<file path="config.mk">
export PLATFORM = sky130hd
export DESIGN_NAME = mrsc_decoder
export DESIGN_NICKNAME = d
export VERILOG_FILES = /design/src/rtl/mrsc_pkg.sv /design/src/rtl/mrsc_syndrome.sv /design/src/rtl/mrsc_decoder.sv
export SDC_FILE = /design/constraint.sdc
export NUM_CORES = 1
export LEC_CHECK = 0
export CORE_MARGIN = 8
export CORE_UTILIZATION = 40
export CTS_BUF_LIST = sky130_fd_sc_hd__clkbuf_8 sky130_fd_sc_hd__clkbuf_16
export CTS_CLUSTER_SIZE = 8
export DETAILED_ROUTE_END_ITERATION = 6
export PLACE_DENSITY = 0.78
export SLEW_MARGIN = 40
export SYNTH_ARGS = -nofsm -noshare
export SYNTH_HDL_FRONTEND = slang
export SYNTH_SLANG_ARGS = --single-unit
</file>
<file path="constraint.sdc">
create_clock -name clk -period 4.5 [get_ports clk]
set_clock_uncertainty 0.15 [all_clocks]
set_input_delay 0.9 -clock clk [delete_from_list [all_inputs] [get_ports clk]]
set_output_delay 0.9 -clock clk [all_outputs]
set_load 0.005 [all_outputs]
</file>
<file path="src/rtl/mrsc_pkg.sv">
// mrsc_pkg: MRSC codeword layout, syndrome type and the check-bit generator shared by encoder and decoder.
// Data bit s[b][j] lives at cw[4j+b]; check fields follow at cw[16:31].
package mrsc_pkg;

  typedef struct packed {
    logic [3:0]      di;
    logic [3:0]      p;
    logic [3:0][1:0] cb;
  } mrsc_syn_t;

  localparam int DATA_W  = 16;
  localparam int CW_W    = 32;
  // Di and P fields are stored in 0,3,1,2 order
  localparam int DI_POS [4] = '{16, 18, 19, 17};
  localparam int P_POS  [4] = '{20, 22, 23, 21};
  localparam int CB_BASE = 24;

  function automatic int s_pos(input int b, input int j);
    return 4 * j + b;
  endfunction

  function automatic mrsc_syn_t mrsc_gen_checks(input logic [0:DATA_W-1] d);
    mrsc_syn_t c;
    c = '0;
    for (int j = 0; j < 4; j++) begin
      c.p[j]  = d[s_pos(0, j)] ^ d[s_pos(1, j)] ^ d[s_pos(2, j)] ^ d[s_pos(3, j)];
      c.di[j] = d[s_pos(0, j)] ^ d[s_pos(1, j ^ 1)] ^ d[s_pos(2, j)] ^ d[s_pos(3, j ^ 1)];
    end
    for (int b = 0; b < 4; b++) begin
      for (int k = 0; k < 2; k++) begin
        c.cb[b][k] = d[s_pos(b, k)] ^ d[s_pos(b, k + 2)];
      end
    end
    return c;
  endfunction

  function automatic mrsc_syn_t mrsc_rx_checks(input logic [0:CW_W-1] cw);
    mrsc_syn_t c;
    c = '0;
    for (int j = 0; j < 4; j++) begin
      c.di[j] = cw[DI_POS[j]];
      c.p[j]  = cw[P_POS[j]];
    end
    for (int b = 0; b < 4; b++) begin
      for (int k = 0; k < 2; k++) begin
        c.cb[b][k] = cw[CB_BASE + 2 * b + k];
      end
    end
    return c;
  endfunction

endpackage

</file>
<file path="src/rtl/mrsc_syndrome.sv">
// mrsc_syndrome: combinational check-bit regeneration; syndrome = received checks XOR recomputed checks.
module mrsc_syndrome
  import mrsc_pkg::*;
(
  input  logic [0:31] cw,
  output mrsc_syn_t   syn
);

  assign syn = mrsc_rx_checks(cw) ^ mrsc_gen_checks(cw[0:15]);

endmodule

</file>
<file path="src/rtl/mrsc_decoder.sv">
// mrsc_decoder: 2-stage valid/ready MRSC decoder with single-bit correction and saturating error counters.
// Define MRSC_ERR_LOG_EN to capture the first uncorrectable codeword on log_valid/log_cw.
module mrsc_decoder
  import mrsc_pkg::*;
#(
  parameter int CNT_W = 16
) (
  input  logic             clk,
  input  logic             rst,
  input  logic [0:31]      cw_in,
  input  logic             in_valid,
  output logic             in_ready,
  output logic [0:15]      data_out,
  output logic             out_valid,
  input  logic             out_ready,
  output logic             err_corr,
  output logic             err_uncorr,
  output logic [CNT_W-1:0] cnt_corr,
  output logic [CNT_W-1:0] cnt_uncorr,
  input  logic             cnt_clr,
  output logic             log_valid,
  output logic [0:31]      log_cw
);

  logic        s1_valid_r;
  logic [0:15] s1_data_r;
  mrsc_syn_t   s1_syn_r;
  mrsc_syn_t   syn_s;
  logic        s2_advance_s;
  logic        in_xfer_s;
  logic        out_xfer_s;
  logic [4:0]  pop_s;
  logic [0:15] flip_s;
  logic [0:15] corr_data_s;
  logic        corr_s;
  logic        uncorr_s;

  mrsc_syndrome u_syndrome (
    .cw  (cw_in),
    .syn (syn_s)
  );

  assign s2_advance_s = !out_valid || out_ready;
  assign in_ready     = !s1_valid_r || s2_advance_s;
  assign in_xfer_s    = in_valid && in_ready;
  assign out_xfer_s   = out_valid && out_ready;

  // Stage 1: capture data field and syndrome of the accepted codeword
  always_ff @(posedge clk or posedge rst) begin
    if (rst) begin
      s1_valid_r <= 1'b0;
      s1_data_r  <= '0;
      s1_syn_r   <= '0;
    end else begin
      if (in_ready) begin
        s1_valid_r <= in_valid;
      end
      if (in_xfer_s) begin
        s1_data_r <= cw_in[0:15];
        s1_syn_r  <= syn_s;
      end
    end
  end

  // Correction: a weight-3 syndrome naming exactly one data bit flips it; data_out is row-major
  always_comb begin
    pop_s       = 5'($countones(s1_syn_r));
    flip_s      = '0;
    corr_data_s = '0;
    corr_s      = 1'b0;
    uncorr_s    = 1'b0;
    for (int b = 0; b < 4; b++) begin
      for (int j = 0; j < 4; j++) begin
        flip_s[4*b+j] = (pop_s == 5'd3) && s1_syn_r.cb[b][j & 1] && s1_syn_r.p[j]
                        && s1_syn_r.di[(b % 2 == 0) ? j : (j ^ 1)];
        corr_data_s[4*b+j] = s1_data_r[s_pos(b, j)] ^ flip_s[4*b+j];
      end
    end
    if (pop_s == 5'd0) begin
      corr_s   = 1'b0;
      uncorr_s = 1'b0;
    end else if ((pop_s == 5'd1) || (|flip_s)) begin
      corr_s   = 1'b1;
      uncorr_s = 1'b0;
    end else begin
      corr_s   = 1'b0;
      uncorr_s = 1'b1;
    end
  end

  // Stage 2: output register, held stable while the consumer stalls
  always_ff @(posedge clk or posedge rst) begin
    if (rst) begin
      out_valid  <= 1'b0;
      data_out   <= '0;
      err_corr   <= 1'b0;
      err_uncorr <= 1'b0;
    end else if (s2_advance_s) begin
      out_valid <= s1_valid_r;
      if (s1_valid_r) begin
        data_out   <= corr_data_s;
        err_corr   <= corr_s;
        err_uncorr <= uncorr_s;
      end
    end
  end

  // Saturating counters; clear has priority over a same-cycle increment
  always_ff @(posedge clk or posedge rst) begin
    if (rst) begin
      cnt_corr   <= '0;
      cnt_uncorr <= '0;
    end else if (cnt_clr) begin
      cnt_corr   <= '0;
      cnt_uncorr <= '0;
    end else if (out_xfer_s) begin
      if (err_corr && (cnt_corr != '1)) begin
        cnt_corr <= cnt_corr + CNT_W'(1);
      end
      if (err_uncorr && (cnt_uncorr != '1)) begin
        cnt_uncorr <= cnt_uncorr + CNT_W'(1);
      end
    end
  end

`ifdef MRSC_ERR_LOG_EN
  logic [16:31] s1_chk_r;
  logic [0:31]  s2_cw_r;

  // Raw codeword travels alongside the pipeline so the log can hold it
  always_ff @(posedge clk or posedge rst) begin
    if (rst) begin
      s1_chk_r <= '0;
      s2_cw_r  <= '0;
    end else begin
      if (in_xfer_s) begin
        s1_chk_r <= cw_in[16:31];
      end
      if (s2_advance_s && s1_valid_r) begin
        s2_cw_r <= {s1_data_r, s1_chk_r};
      end
    end
  end

  // Sticky capture of the first uncorrectable word seen at the output
  always_ff @(posedge clk or posedge rst) begin
    if (rst) begin
      log_valid <= 1'b0;
      log_cw    <= '0;
    end else if (cnt_clr) begin
      log_valid <= 1'b0;
      log_cw    <= '0;
    end else if (out_xfer_s && err_uncorr && !log_valid) begin
      log_valid <= 1'b1;
      log_cw    <= s2_cw_r;
    end
  end
`else
  assign log_valid = 1'b0;
  assign log_cw    = '0;
`endif

endmodule
</file>
; After elaboration in Yosys (flattened, before gate mapping)
; Index checks and enable logic that the tools add are counted.
[op_classes]
div_mod_pow = 0
n_bitwise = 49
n_mul = 0
addsub = 17
n_reduce_logical = 57
shifts = 0
mux = 10
order_cmp = 0
eq_ne = 4
[op_table]
columns = cell, n
row1 = two-way mux 16 bit, 6
row2 = XOR 1 bit, 48
row3 = logical AND 1 bit, 44
row4 = "adder 16 x 1 -> 16 bit, second input constant", 2
row5 = "inequality test 16 bit, second input constant", 2
row6 = adder 1 x 1 -> 2 bit, 8
row7 = OR reduction 16 bit, 1
row8 = XOR 16 bit, 1
row9 = adder 2 x 2 -> 3 bit, 4
row10 = adder 3 x 3 -> 4 bit, 2
row11 = AND reduction 2 bit, 3
row12 = nonzero test 2 bit, 3
row13 = adder 4 x 4 -> 5 bit, 1
row14 = "== test 5 x 1 -> 1 bit, second input constant", 1
row15 = "== test 5 x 2 -> 1 bit, second input constant", 1
row16 = logical NOT 5 bit, 1
row17 = two-way mux 1 bit, 4
row18 = logical OR 1 bit, 3
row19 = logical NOT 1 bit, 2
[word_totals]
mem_bits_ro = 0
inputBits = 37
out_inout_bits = 85
latchBits = 0
n_memories = 0
mem_bits_rw = 0
register_bits = 84
wordCells = 151

; Logic depth before layout (Yosys ltp)
; Gate-level depths: netlist of the first run.
[depth]
word_depth = 12
depth_mapped = 17
ltp_nobuf = 15

; Hierarchy
; Synthesis of the first run repeated with hierarchy kept, for this count alone.
[unflattened]
hier_cells = 532
hier_area_um2 = 5352.6
[by_module_without_submodules]
columns = module, area_per_inst_um2, instances, cells_per_inst
row1 = mrsc_decoder, 4927.2, 1, 497
row2 = mrsc_syndrome, 425.4, 1, 35

; Worst setup path before layout of the first run
; OpenSTA, ideal clock, no wires.
[synth_path]
path_kind = reg-to-reg
start = reg s1_syn_r[9] in the netlist's numbering
end = reg data_out[13] in the netlist's numbering
setup_ns = 0.082
stages_incl_launch_ff = 18
required_ns = 4.268
synth_period_minus_slack_ns = 4.587
arrival_time_ns = 4.355
path_slack_ns = -0.087
n_path_buf = 2
path_cell_list = dfrtp_1 clkbuf_1 inv_1 fa_1 inv_1 fa_1 fa_1 inv_1 fa_1 inv_1 ha_1 inv_1 fa_1 nor2b_1 clkbuf_1 nand2_1 or4_1 a31oi_1
[synth_between]
elab_chain_cells = 9
[synth_lines]
columns = item, line_no
row1 = "start, declared", mrsc_decoder.sv:27  ; mrsc_syn_t s1_syn_r;
row2 = "start signal, assigned", mrsc_decoder.sv:60  ; s1_syn_r <= syn_s;
row3 = adder 1 x 1 -> 2 bit (not written as such), mrsc_decoder.sv:67  ; pop_s = 5'($countones(s1_syn_r));
row4 = adder 2 x 2 -> 3 bit (not written as such), mrsc_decoder.sv:67
row5 = adder 3 x 3 -> 4 bit (not written as such), mrsc_decoder.sv:67
row6 = adder 4 x 4 -> 5 bit (not written as such), mrsc_decoder.sv:67
row7 = == test 5 x 2 -> 1 bit, mrsc_decoder.sv:74  ; flip_s[4*b+j] = (pop_s == 5'd3) && s1_syn_r.cb[b][j & 1] && s1_syn_r.p[j]
row8 = logical AND 1 bit, mrsc_decoder.sv:74
row9 = logical AND 1 bit *, mrsc_decoder.sv:74
row10 = logical AND 1 bit *, mrsc_decoder.sv:75  ; && s1_syn_r.di[(b % 2 == 0) ? j : (j ^ 1)];
row11 = XOR 1 bit *, mrsc_decoder.sv:76  ; corr_data_s[4*b+j] = s1_data_r[s_pos(b, j)] ^ flip_s[4*b+j];
row12 = "end signal, assigned", mrsc_decoder.sv:101  ; data_out <= corr_data_s;
row13 = "end, declared", mrsc_decoder.sv:13  ; output logic [0:15] data_out,
; Every way passes the cells marked *; elsewhere a longest branch is shown, timed or not.
; A chain may end at the register's enable or synchronous reset.

; Worst setup path after layout of the first run
[layout_path]
start = reg s1_syn_r[15] in the netlist's numbering
end = reg data_out[11] in the netlist's numbering
[layout_between]
elab_chain_cells = 9
[layout_lines]
columns = item, line_no
row1 = adder 1 x 1 -> 2 bit (not written as such), mrsc_decoder.sv:67
row2 = adder 2 x 2 -> 3 bit (not written as such), mrsc_decoder.sv:67
row3 = adder 3 x 3 -> 4 bit (not written as such), mrsc_decoder.sv:67
row4 = adder 4 x 4 -> 5 bit (not written as such), mrsc_decoder.sv:67
row5 = == test 5 x 2 -> 1 bit, mrsc_decoder.sv:74
row6 = logical AND 1 bit (2 in a row), mrsc_decoder.sv:74
row7 = logical AND 1 bit *, mrsc_decoder.sv:75
row8 = XOR 1 bit *, mrsc_decoder.sv:76
; Marked as above.

==> flow_summary.yaml, run 1 <==
outcome:
  outcome: "finished, violations left"
  violations: "setup timing"
critical_path:
  crit_slowest_cell: "fa_1"
  path_cells: "fa_1, inv_2, fa_1, inv_1, fa_1, inv_1, fa_1, inv_2, ha_4, inv_2, fa_2, nor4bb_4, a22oi_2, buf_6, or4_4, a31oi_4"
  arrival_ns: 4.69
  max_stage_delay_ns: 0.56
  critPathMaxFanout: 5
  crit_path_end: "data_out[11]$_DFFE_PP0P_"
  ff2ff_setup_slack_ns: -0.08
  r2r-end: "data_out[11]$_DFFE_PP0P_"
  worstSetupPathType: "reg -> reg"
  crit_top_cell: "fa_1"
  critPathCaptureType: "register"
  crit_start: "s1_syn_r[15]$_DFFE_PP0P_"
  reg2regPathDepth: 16
  worstPathRequired_ns: 4.61
  crit_path_start_kind: "register"
  rr_startpoint: "s1_syn_r[15]$_DFFE_PP0P_"
floorplanning:
  die_h_um: 131
  row_count: 42
  die_w_um: 131
  core_area_um2: 13100
  ioPinCount: 122
  initial_utilization_pct: 40.3
  fp.dieArea_um2: 17100
final_layout:
  nets: 723
  multi_input_area_um2: 2940
  n_antenna_cell: 0
  drive_gt1_share_pct: 15.7
  regArea_um2: 2100
  fillers: 1142
  final_core_util_pct: 52.3
  area_growth_pct: 29.6
pwr:
  leakage_nw: 2.76
  peakVddDrop_mv: 0.870
  pwr_density_cell_nw_per_um2: 805
clock_network:
  cts.sinks: 84
  clockBufferDepth: 2
  numCtsBuffers: 9
  path_clk_slew_ns: 0.06
  cts_tree: "built"
  clock_latency_ns: 0.34
  h-tree-depth: 3
  cts-root-buf: "clkbuf_16"
global_route:
  gr-total-overflow: 0
  first_global_vias: 4554
  grt_usage_pct: 16.3
  antenna_found_initial: 0
  grt_max_degree: 46
  grt_pass1_wl_um: 22200
sta:
  rsz0062_at_grt: "true"
  hold_violations: 0
  post-route-period-util_pct: 102
  setup_slack_ns: -0.0769
  drv_slew: 0
  worst_pin_slew_ns: 0.675
  fin_crit_ns: 4.58
  fmax_mhz: 218
  setup_viol: 7
  slew_headroom_pct: 54.8
  holdWs_ns: 0.371
hold_path:
  hold_class: "reg -> reg"
  hold_start: "s1_data_r[15]$_DFFE_PP0P_"
flow_run:
  max_cap_violations: 0
synth:
  syn_avg_cell_area_um2: 9.44
  yosysSeqAreaShare_pct: 39.8
  synth_top_family_by_area: "simple AND/OR/NAND/NOR gates"
  synth_edf_count: 0
  yosys_warnings: 0
  synth_compound_area_share_pct: 12.8
  syn_area_um2: 5280
  synth.distinct_cells: 51
  synth-main-ff-cell: "dfrtp_1"
  postSynthCellCount: 559
  synth_xor_xnor_area_share_pct: 6.64
  synth-adder-area-share_pct: 5.45
  async_reset_ff_share_pct: 100
  synth.area.mux_share_pct: 5.93
  synth-simple-area-share_pct: 20.5
  ys_ff_latch: 84
routing:
  routedWlPerCell_um: 16.5
  num_vias: 4588
  routed_wl_um: 14000
  drtPass1Iterations: 5
  antenna_left: 0
  drt_iter0_markers: 443
  drcViolationCount: 0
  viasPerCell: 5.40
place:
  hpwl_um: 10500
  port_buffers: 88
  gp_congestion: 0.850
registers in the layout, indices dropped and copies added (netlist names):
signal	count
cnt_corr	16
cnt_uncorr	16
data_out	16
err_corr	1
err_uncorr	1
out_valid	1
s1_data_r	16
s1_syn_r	16
s1_valid_r	1
worst min path at each step:
stage | depth (start not counted) | endpoint | slack, ns
floorplan | 1 | out_valid$_DFFE_PP0P_ | 0.32
global placement | 1 | out_valid$_DFFE_PP0P_ | 0.34
detailed placement | 1 | out_valid$_DFFE_PP0P_ | 0.36
CTS | 1 | out_valid$_DFFE_PP0P_ | 0.37
global route | 1 | s1_data_r[15]$_DFFE_PP0P_ | 0.39
finish | 1 | s1_data_r[15]$_DFFE_PP0P_ | 0.37
worst max-delay path, delay by kind of cell, from the launching register on:
kind                       cells  cell delay, ns
AOI/OAI and AO/OA              2            0.29
and+or+nand+nor                2            0.78
adders and majority gates      6            2.46
buffers and inverters          6            0.44
DFF                            1            0.39
stage by stage:
step	TNS, ns	std cells	cell area (um2)	worst slack, ns	total power, mW
5_1_grt	-2.40	850	6840	-0.251	5.87
4_1_cts	-0.421	842	6660	-0.0934	4.39
3_3_place_gp	0	822	6320	0.0134	3.27
6_report	-0.279	850	6840	-0.0769	5.51
2_1_floorplan	0	591	5400	0.0200	2.58
3_5_place_dp	-0.648	822	6330	-0.148	3.43
layout make-up:
class | count | share of cell area [%]
multi-input cells | 420 | 43.0
clock buffers | 11 | 3.69
repair buffers | 123 | 17.0
clock inverters | 5 | 0.658
inverters | 31 | 1.74
flip-flops and latches | 84 | 30.7
well taps | 176 | 3.22
metal layers:
metal | track usage, % | vias to the layer above | share of wire (%) | wire (um)
li1 | - | 2153 | - | -
met1 | 19.6 | 2238 | 41 | 5800
met2 | 27.7 | 165 | 51 | 7110
met3 | 3.65 | 32 | 5.8 | 806
met4 | 6.14 | 0 | 2.0 | 279
met5 | 0 | - | 0 | 0
cells in the final DEF (no fill, tap or decap), types with 3 or more instances in the layout:
cell type and n:
nand2_1 34, fa_1 9, or4_1 17, nor4_1 8
buf_6 3, ha_1 6, nand3_1 23, conb_1 33
inv_1 29, nor3_1 5, a21oi_1 21, nand2b_1 5
and3_1 4, clkdlybuf4s50_1 88, buf_4 30, inv_2 5
o31ai_1 18, a31oi_1 18, nor2b_1 10, o21ai_0 26
xnor2_1 24, or4_4 3, nor2_1 36, and2_1 5
xor2_1 16, mux2_2 26, clkbuf_16 9, nand4_1 14
or3_1 13, dfrtp_1 84
power breakdown:
group | total (mW) | switching [mW] | internal (mW)
sequential | 0.968 | 0.104 | 0.864
combinational | 3.81 | 1.95 | 1.85
clock | 0.735 | 0.283 | 0.452
total | 5.51 | 2.34 | 3.17
cell families after synthesis:
logic type	after synthesis
simple gates	195
buf+inv	87
other cells	1
mux	28
fa+ha+maj	17
flops	84
xor+xnor	40
compound gates	107
cells in the mapped netlist (2+ instances only):
cell type	number	area, um2
a31oi_1	19	119
buf_2	2	10.0
ha_1	7	87.6
xor2_1	16	140
mux2_2	26	293
nand2_1	35	131
a211oi_1	3	22.5
a22oi_1	3	22.5
or4_1	19	143
nor3_1	5	25.0
and3_1	4	25.0
fa_1	10	200
nand4_1	14	87.6
nor2b_1	12	75.1
buf_4	34	255
nor4bb_1	2	20.0
or3_1	13	81.3
a21oi_1	21	105
and4_1	2	17.5
inv_1	31	116
o31ai_1	21	158
o211ai_1	2	15.0
clkbuf_1	19	71.3
dfrtp_1	84	2100
nand2b_1	5	31.3
xnor2_1	24	210
nor4_1	8	50.1
nor2_1	37	139
o21ai_0	30	150
mux2i_1	2	20.0
nand3_1	23	115
and2_1	6	37.5
nand3b_1	2	15.0
timing repair:
action                     in CTS  in global routing
buffers inserted                3                  8
hold buffers                    0                  0
gates resized for setup         8                 29
pin swaps                       7                 21
cloned                          1                  0
setup endpoints to repair      10                 18
Note: power is estimated with default switching activity, not from simulation.
==> run 2: changes to the inputs <==
ABC_CLOCK_PERIOD_IN_PS = 4500   (was unset)
CELL_PAD_IN_SITES_DETAIL_PLACEMENT = 2   (was unset)
CELL_PAD_IN_SITES_GLOBAL_PLACEMENT = 2   (was unset)
CORE_UTILIZATION = 28   (was 40)
PLACE_DENSITY = 0.86   (was 0.78)
REMOVE_ABC_BUFFERS = 1   (was unset)
==> run 2 against run 1 <==
Against the previous run: the flow still finishes with violations (setup timing); sequential share of layout area fell by 0.70 points; via count grew 3.4%; fmax fell by 2.9%; clock power is 2% lower; largest cell class unchanged; largest power group unchanged; core utilization fell by 15 points.
==> flow_summary.yaml, run 2 (synthesis results as in run 1) <==
outcome:
  violations: "setup timing"
  outcome: "finished, violations left"
clock_network:
  h-tree-depth: 3
  cts-root-buf: "clkbuf_16"
  path_clk_slew_ns: 0.07
  cts_tree: "built"
  numCtsBuffers: 9
  clock_latency_ns: 0.36
  clockBufferDepth: 2
  cts.sinks: 84
hold_path:
  min_to: "s1_data_r[10]$_DFFE_PP0P_"
  whs_path_depth: 1
  hold_class: "reg -> reg"
  hold_start: "s1_data_r[10]$_DFFE_PP0P_"
critical_path:
  reg2regPathDepth: 15
  r2r-end: "data_out[3]$_DFFE_PP0P_"
  critPathMaxFanout: 5
  critPathCaptureType: "register"
  arrival_ns: 4.84
  ff2ff_setup_slack_ns: -0.21
  worstPathRequired_ns: 4.62
  worstSetupPathType: "reg -> reg"
  rr_startpoint: "s1_syn_r[9]$_DFFE_PP0P_"
  crit_path_start_kind: "register"
global_route:
  grt_pass1_wl_um: 30000
  grt_max_degree: 51
  antenna_found_initial: 0
  grt_usage_pct: 15.9
  gr-total-overflow: 0
  first_global_vias: 5499
sta:
  hold_violations: 0
  finalSetupTns_ns: -1.51
  fin_crit_ns: 4.71
  setup_slack_ns: -0.215
  slew_headroom_pct: 51.7
  worst_pin_slew_ns: 0.724
  fmax_mhz: 212
  setup_viol: 15
  post-route-period-util_pct: 105
  drv_slew: 0
  rsz0062_at_grt: "true"
final_layout:
  final_core_util_pct: 37.7
  nets: 726
  drive_gt1_share_pct: 17.2
  multi_input_area_um2: 3030
  n_antenna_cell: 0
  fillers: 2007
  regArea_um2: 2100
  layout_commonest_cell: "clkdlybuf4s50_1"
  fin_cells: 910
  area_growth_pct: 32.6
  final_cell_mix: "clkdlybuf4s50_1 (88), dfrtp_1 (84), nor2_1 (35), nand2_1 (35), conb_1 (33)"
flow_run:
  max_cap_violations: 0
routing:
  routedWlPerCell_um: 20.9
  drt_iter0_markers: 201
  drcViolationCount: 0
  antenna_left: 0
  viasPerCell: 5.21
  num_vias: 4742
  drtPass1Iterations: 4
  routed_wl_um: 19100
floorplanning:
  ioPinCount: 122
  die_w_um: 153
  fp.dieArea_um2: 23500
  die_h_um: 153
  core_area_um2: 18600
  initial_utilization_pct: 28.4
  row_count: 50
place:
  hpwl_um: 13600
  post-place-cells: 883
  gp_congestion: 0.844
  port_buffers: 88
pwr:
  design_power_total_mw: 6.16
  leakage_nw: 2.75
  pwr_density_cell_nw_per_um2: 880
  peakVddDrop_mv: 0.824
-- run 2: cell count changes in the layout (fill, tap and decap cells not counted), sizes merged --
cell and delta:
clkinv +3, a22oi +1, buf +2, clkinvlp +2, inv -5, bufinv -1
-- run 2: per-stage QoR --
step | hold WS, ns | area [um2] | worst slack (ns)
2_1_floorplan | 0.321 | 5050 | -0.133
3_3_place_gp | 0.346 | 6420 | -0.0778
3_5_place_dp | 0.360 | 6420 | -0.338
4_1_cts | 0.374 | 6870 | -0.159
5_1_grt | 0.395 | 7000 | -0.352
6_report | 0.386 | 7000 | -0.215
-- run 2: how the worst max path moves through the flow --
stage,start,to,slack (ns)
global placement,s1_syn_r[11]$_DFFE_PP0P_,data_out[12]$_DFFE_PP0P_,-0.08
global route,s1_syn_r[9]$_DFFE_PP0P_,data_out[3]$_DFFE_PP0P_,-0.35
CTS,s1_syn_r[15]$_DFFE_PP0P_,data_out[12]$_DFFE_PP0P_,-0.16
finish,s1_syn_r[9]$_DFFE_PP0P_,data_out[3]$_DFFE_PP0P_,-0.21
floorplan,s1_syn_r[11]$_DFFE_PP0P_,data_out[13]$_DFFE_PP0P_,-0.13
detailed placement,s1_syn_r[5]$_DFFE_PP0P_,data_out[12]$_DFFE_PP0P_,-0.34
-- run 2: worst max-delay path: stages (launching register included) --
cell	delay (ns)
dfrtp_1	0.37
inv_2	0.05
fa_1	0.56
inv_2	0.05
fa_1	0.46
fa_1	0.53
inv_1	0.06
fa_1	0.44
inv_2	0.08
ha_4	0.14
inv_2	0.04
fa_2	0.38
nor4bb_4	0.34
a22oi_2	0.19
or4_4	0.58
a31oi_4	0.20
-- run 2: repair_timing --
item / in CTS / in global routing
gates resized for setup: 26 / 21
cloned: 2 / 0
pin swaps: 25 / 18
hold buffers: 0 / 0
setup endpoints to repair: 18 / 18
buffers inserted: 8 / 2
-- run 2: cell type report --
type,instances,share of cell area [%]
Multi-Input combinational cell,421,43.3
Tap cell,234,4.18
Clock inverter,4,0.357
Timing Repair Buffer,125,16.8
Clock buffer,11,3.61
Sequential cell,84,30.0
Inverter,31,1.73
-- run 2: where the power goes --
part	leakage, nW	switching (mW)	internal [mW]
combinational	1.57	2.40	2.06
clock	0.133	0.321	0.399
sequential	1.05	0.114	0.864
total	2.75	2.83	3.33
-- run 2: routing by layer --
metal	global-route usage (%)	up-vias	routed length [um]
met5	0	-	0
met4	5.56	0	425
met3	3.50	22	692
met2	29.8	111	10400
met1	17.2	2448	7580
li1	-	2161	-
